$ cat src/rtl/cond_unit.sv
// Conditional-execution stage: architectural NZCV register, condition check,
// write-strobe gating and saturating executed/squashed debug counters.
module cond_sat_cnt #(
    parameter int W = 16
) (
    input  logic         clk,
    input  logic         reset_n,
    input  logic         clr,
    input  logic         inc,
    output logic [W-1:0] cnt
);
    always_ff @(posedge clk or negedge reset_n) begin
        if (!reset_n)
            cnt <= '0;
        else if (clr)
            cnt <= '0;
        else if (inc && (cnt != {W{1'b1}}))
            cnt <= cnt + 1'b1;
    end
endmodule

module cond_unit #(
    parameter int CNT_W = 16
) (
    input  logic             clk,
    input  logic             reset_n,
    input  logic             en,
    input  logic [3:0]       Cond,
    input  logic [3:0]       ALUFlags,
    input  logic [1:0]       FlagW,
    input  logic             PCS,
    input  logic             RegW,
    input  logic             MemW,
    input  logic             NoWrite,
    input  logic             cnt_clr,
    output logic             PCSrc,
    output logic             RegWrite,
    output logic             MemWrite,
    output logic             CondEx,
    output logic [3:0]       Flags,
    output logic [CNT_W-1:0] exec_cnt,
    output logic [CNT_W-1:0] squash_cnt
);
    typedef struct packed {
        logic n;
        logic z;
        logic c;
        logic v;
    } nzcv_t;

    nzcv_t                       flags_q;
    nzcv_t                       flags_d;
    logic                        go;
    logic [1:0]                  cnt_inc;
    logic [1:0][CNT_W-1:0]       cnt_q;

    // Condition is judged against the committed flags only, so a setter
    // sees the old values and its successor sees the new ones.
    always_comb begin
        CondEx = 1'b0;
        case (Cond)
            4'b0000: CondEx = flags_q.z;
            4'b0001: CondEx = ~flags_q.z;
            4'b0010: CondEx = flags_q.c;
            4'b0011: CondEx = ~flags_q.c;
            4'b0100: CondEx = flags_q.n;
            4'b0101: CondEx = ~flags_q.n;
            4'b0110: CondEx = flags_q.v;
            4'b0111: CondEx = ~flags_q.v;
            4'b1000: CondEx = flags_q.c & ~flags_q.z;
            4'b1001: CondEx = ~flags_q.c | flags_q.z;
            4'b1010: CondEx = (flags_q.n == flags_q.v);
            4'b1011: CondEx = (flags_q.n != flags_q.v);
            4'b1100: CondEx = ~flags_q.z & (flags_q.n == flags_q.v);
            4'b1101: CondEx = flags_q.z | (flags_q.n != flags_q.v);
            4'b1110: CondEx = 1'b1;
            default: CondEx = 1'b0;
        endcase
    end

    assign go       = en & CondEx;
    assign PCSrc    = go & PCS;
    assign RegWrite = go & RegW & ~NoWrite;
    assign MemWrite = go & MemW;

    // N,Z and C,V halves commit independently; logic ops leave C,V alone.
    always_comb begin
        flags_d = flags_q;
        if (go && FlagW[1]) begin
            flags_d.n = ALUFlags[3];
            flags_d.z = ALUFlags[2];
        end
        if (go && FlagW[0]) begin
            flags_d.c = ALUFlags[1];
            flags_d.v = ALUFlags[0];
        end
    end

    always_ff @(posedge clk or negedge reset_n) begin
        if (!reset_n)
            flags_q <= '0;
        else
            flags_q <= flags_d;
    end

    assign Flags = flags_q;

    assign cnt_inc[0] = en & CondEx;
    assign cnt_inc[1] = en & ~CondEx;

    genvar gi;
    generate
        for (gi = 0; gi < 2; gi++) begin : g_cnt
            cond_sat_cnt #(.W(CNT_W)) u_cnt (
                .clk     (clk),
                .reset_n (reset_n),
                .clr     (cnt_clr),
                .inc     (cnt_inc[gi]),
                .cnt     (cnt_q[gi])
            );
        end
    endgenerate

    assign exec_cnt   = cnt_q[0];
    assign squash_cnt = cnt_q[1];
endmodule

$ cat config.mk
export PLATFORM = sky130hd
export DESIGN_NAME = cond_unit
export DESIGN_NICKNAME = d
export VERILOG_FILES = /design/src/rtl/cond_unit.sv
export SDC_FILE = /design/constraint.sdc
export NUM_CORES = 1
export LEC_CHECK = 0
export CAP_MARGIN = 15
export CORE_MARGIN = 1.5
export CORE_UTILIZATION = 40
export DETAILED_ROUTE_END_ITERATION = 8
export PLACE_DENSITY = 0.64
export SLEW_MARGIN = 20
export SYNTH_ARGS = -nofsm -noshare
export SYNTH_HDL_FRONTEND = slang
export SYNTH_SLANG_ARGS = --single-unit
$ cat constraint.sdc
create_clock -name clk -period 5.21 [get_ports clk]
set_clock_uncertainty 0.2 [all_clocks]
set_input_delay 0.521 -clock clk [delete_from_list [all_inputs] [get_ports clk]]
set_output_delay 0.521 -clock clk [all_outputs]
set_load 0.01 [all_outputs]
Word level (Yosys, flattened, before mapping)
Cells that the tools add are included.
W data, S select, Z words.

cells by class
  add/sub/neg operators = 2
  equality and inequality tests = 18
  mux-type cells = 5
  bitwise logic cells = 16
  reduce and logical (&&, ||, !) cells = 7

operators with widths
  cell                     number
  $mux W16                 4
  $add A16 B1 Y16 const B  2
  $ne A16 B16 Y1 const B   2
  $eq A4 B4 Y1 const B     7
  $eq A4 B3 Y1 const B     4
  $pmux W1 S15             1
  $and A1 B1 Y1            8
  $eq A4 B2 Y1 const B     2
  $not A1 Y1               6
  $eq A4 B1 Y1 const B     1
  $logic_and A1 B1 Y1      4
  $logic_not A4 Y1         1
  $reduce_bool A2 Y1       2
  $or A1 B1 Y1             2
  $eq A1 B1 Y1             1
  $ne A1 B1 Y1             1

storage, ports and cells
  flip-flop bits (word level) = 36
  input bits = 18
  word-level logic and storage cells = 54

Depth between registers and ports, before layout
  depth after elaboration = 8
  depth in mapped cells = 9
  mapped depth without buffers = 7

Cells and area by module
From an unflattened synthesis, not the netlist that was laid out.

unflattened totals
  cells, all modules = 243
  area total of the unflattened synthesis = 2,369.8 um^2

by module, submodules not included
  module        times used  cells each  area an instance (um^2)
  cond_sat_cnt  2           98          942.2
  cond_unit     1           47          485.5

Worst setup path before layout
OpenSTA, ideal clock, no wires.

  kind = input to output
  from = input Cond[1]
  to = output RegWrite
  data arrival time = 1,904 ps
  required time = 4,489 ps
  setup slack = 2,585 ps
  stages = 7
  buffers on the path = 2
  path through = buf_2 -> or4_1 -> nand3_1 -> nor3_4 -> inv_2 -> buf_2 -> and4b_1

between the ends
  longest elaborated chain between the ends = 5
  elaborated cells between the ends (all ways) = 19
  those cells by class = eq/ne (14); mux (1); bitwise (3); reduce/logical (1)

ends and longest elaborated chain
  what                                        line  source
  start, declared                             28    input logic [3:0] Cond,
  $eq A4 B4 Y1, or another cell as far along  61    case (Cond)
  $pmux W1 S15 (*)                            61
  named net CondEx                            39    output logic CondEx,
  $and A1 B1 Y1 (*)                           81    assign go = en & CondEx;
  $and A1 B1 Y1 (*) (2 in series)             83    assign RegWrite = go & RegW & ~NoWrite;
  end, declared                               37    output logic RegWrite,

The timed path passes the listed nets; every way through them passes the cells marked *.

Final worst setup path
  from = input Cond[1]
  to = output RegWrite

between the ends
  longest elaborated chain between the ends = 5
  elaborated cells between the ends (all ways) = 19
  those cells by class = eq/ne (14); mux (1); bitwise (3); reduce/logical (1)

ends and longest elaborated chain
  what                                        line
  $eq A4 B4 Y1, or another cell as far along  61
  $pmux W1 S15 (*)                            61
  $and A1 B1 Y1 (*)                           81
  $and A1 B1 Y1 (*) (2 in series)             83

Mark *: on every way between the ends. The rest lies on a longest branch, timed or not.

==> results.toml <==
[outcome]
status = "completed"

[global_routing]
grt_pass1_wl_um = 8940
grt_max_degree = 37
antenna_found_initial = 0
overflow = 0
grtUsageTotal_pct = 18.2
grt_pass1_vias = 1890

[synth]
yosys-top-cells-area = "dfrtp_1 40%, mux2_2 9.0%, nor2b_1 4.4%, a21oi_1 3.8%, nand3_1 3.8%"
yosysUniqueCellTypes = 38
yosysTopAreaCellShare_pct = 39.9
synth_warnings = 0
synth_area_per_cell_um2 = 8.99
synthArstFlopShare_pct = 100
yosysMostFrequentCell = "dfrtp_1"
netlist_area_um2 = 2260
synth_cells = 251
ys_ff_latch = 36
synth_nets = 271
synthTopCellsByCount = "36 x dfrtp_1, 21 x nor2_1, 18 x mux2_2"
yosys.area.top_type = "dfrtp_1"
ys_seq_area_share_pct = 39.9
ys.flop_type = "dfrtp_1"
synth_edf_count = 0

[clock_network]
cts_resized = 0
root_buffer = "clkbuf_8"
cts_inserted_buffers = 5
htreeDepth = 2
clock_path_buffers = 2
clk_latency_ps = 290
cts.hold.buffers_added = 0
cts_sinks = 36
cts_tree = "yes"
post-cts-setup-buffer-count = 0
clk_pin_slew_ps = 80

[place]
gp_congestion = 0.738
hpwl_um = 3780
io_buffers = 57
post-place-ws_ps = 1370

[layout]
layout.nets = 322
drive_above_1_share_pct = 11.6
antenna_cells = 0
area_growth_pct = 32.3
n_fill_cell = 541
multiInputGateArea_um2 = 1280
seqCellArea_um2 = 901

[timing]
slew_violations = 0
tightest_slew_ps = 823
max_freq_mhz = 259
finalHoldViolations = 0
finalSetupViolCount = 0
slew_headroom_pct = 45.1
fin_tns_setup_ps = 0
fin_crit_sh_pct = 74.0
whs_ps = 127
worst_slack_ps = 1360
rsz0062_at_grt = "false"
timing.final.crit_period_ps = 3850

[floorplanning]
die-area_um2 = 6100
core_um2 = 5470
io_pins = 58
die_x_um = 78.1
row_count = 27
start_util_pct = 41.2
die_h_um = 78.1

[min_path]
hp-class = "in2async"

[drt]
wl_per_cell_um = 14.4
ant_nets = 0
drcViolationCount = 0
dr_total_vias = 2062
routed_wl_um = 5410
first_pass_iters = 4
drtIter0Drc = 80
viasPerCell = 5.50

[worst_setup_path]
critPathRequiredTime_ps = 4490
reg2reg_depth = 8
path_class = "in2out"
end_kind = "output port"
cp.arrival_ps = 3130
critPathLaunchType = "input pin"
worstPathMaxFanout = 28

[flow_run]
maxCapViolCount = 0

[pwr]
cellLeakagePower_uw = 0.00117
irDropWorstVdd_v = 0.000162
powerDensity_nw_per_um2 = 284
## sequential cells by signal (all words and copies together) (netlist names)
| name | cells |
|---|---|
| g_cnt.u_cnt.cnt | 32 |
| Flags | 4 |
## metrics by stage
step	utilization, %	instance area [um2]	power, uW	std cells
floorplan	-	2260	476	251
global placement	52.4	2870	578	367
detailed placement	52.4	2870	583	367
CTS	54.7	2990	858	375
global route	54.6	2990	896	375
finish	54.6	2990	847	375
## area by class of cell
class / instances / area share [%]
sequential: 36 / 30.2
inverter: 3 / 0.377
clock inverter: 1 / 1.01
clock buffer: 7 / 3.23
timing repair buffer: 59 / 19.3
tap: 72 / 3.02
multi-input combinational: 197 / 42.9
## critical path: stages
cell and delay, ps:
clkdlybuf4s50_1 540, or4_1 570, nand3_1 140, nor3_4 50, buf_4 220, inv_2 300
and4b_1 250, clkdlybuf4s50_1 530
## metal layers
metal | routed length (um) | track usage (%)
met1 | 2640 | 24.7
met2 | 2430 | 28.7
met5 | 0 | 0
met3 | 294 | 4.88
met4 | 49 | 4.82
## worst paths after layout
check / slack, ps / start / to
min in group clk: 380 / g_cnt[0].u_cnt.cnt[10]$_DFFE_PN0P_ / g_cnt[0].u_cnt.cnt[10]$_DFFE_PN0P_
min reg2reg: 380 / g_cnt[0].u_cnt.cnt[10]$_DFFE_PN0P_ / g_cnt[0].u_cnt.cnt[10]$_DFFE_PN0P_
min: 130 / reset_n / g_cnt[1].u_cnt.cnt[4]$_DFFE_PN0P_
max reg2reg: 2560 / Flags[0]$_DFFE_PN0P_ / g_cnt[1].u_cnt.cnt[10]$_DFFE_PN0P_
max in group asynchronous: 4170 / reset_n / g_cnt[0].u_cnt.cnt[9]$_DFFE_PN0P_
max: 1360 / Cond[1] / RegWrite
## cells by family (layout without fill, tap and decap cells)
family	Yosys count	after routing	synth area share, %
and+or+nand+nor	133	133	34.0
AOI/OAI and AO/OA	36	36	9.31
DFF	36	36	39.9
muxes	23	23	11.2
buffers and inverters	18	70	3.27
xor gates and xnor gates	3	3	1.16
adders and majority gates	2	2	1.11
## where the power goes
group / switching, uW / internal [uW]
clock: 104 / 169
combinational: 122 / 118
sequential: 33.0 / 301
## cells in the final DEF (no fill, tap or decap), types with 2 or more instances in the layout
| cell type | synthesis | final |
|---|---|---|
| clkdlybuf4s50_1 | 0 | 55 |
| dfrtp_1 | 36 | 36 |
| nor2_1 | 21 | 21 |
| mux2_2 | 18 | 18 |
| nand3_1 | 17 | 17 |
| a21oi_1 | 17 | 17 |
| nor2b_1 | 16 | 16 |
| nand4_1 | 12 | 12 |
| nand2_1 | 11 | 11 |
| or4_1 | 9 | 9 |
| or3_1 | 9 | 9 |
| nor3_1 | 8 | 8 |
| o21ai_0 | 8 | 8 |
| and3_1 | 7 | 7 |
| o31ai_1 | 7 | 7 |
| clkbuf_8 | 0 | 7 |
| mux2i_1 | 5 | 5 |
| nand2b_1 | 5 | 5 |
| nand3b_1 | 4 | 4 |
| and4_1 | 4 | 4 |
| inv_1 | 2 | 2 |
| xor2_1 | 2 | 2 |
| nor3b_1 | 2 | 2 |
| ha_1 | 2 | 2 |
| buf_2 | 5 | 2 |
| buf_4 | 0 | 2 |
Note: power is estimated with default switching activity, not from simulation.
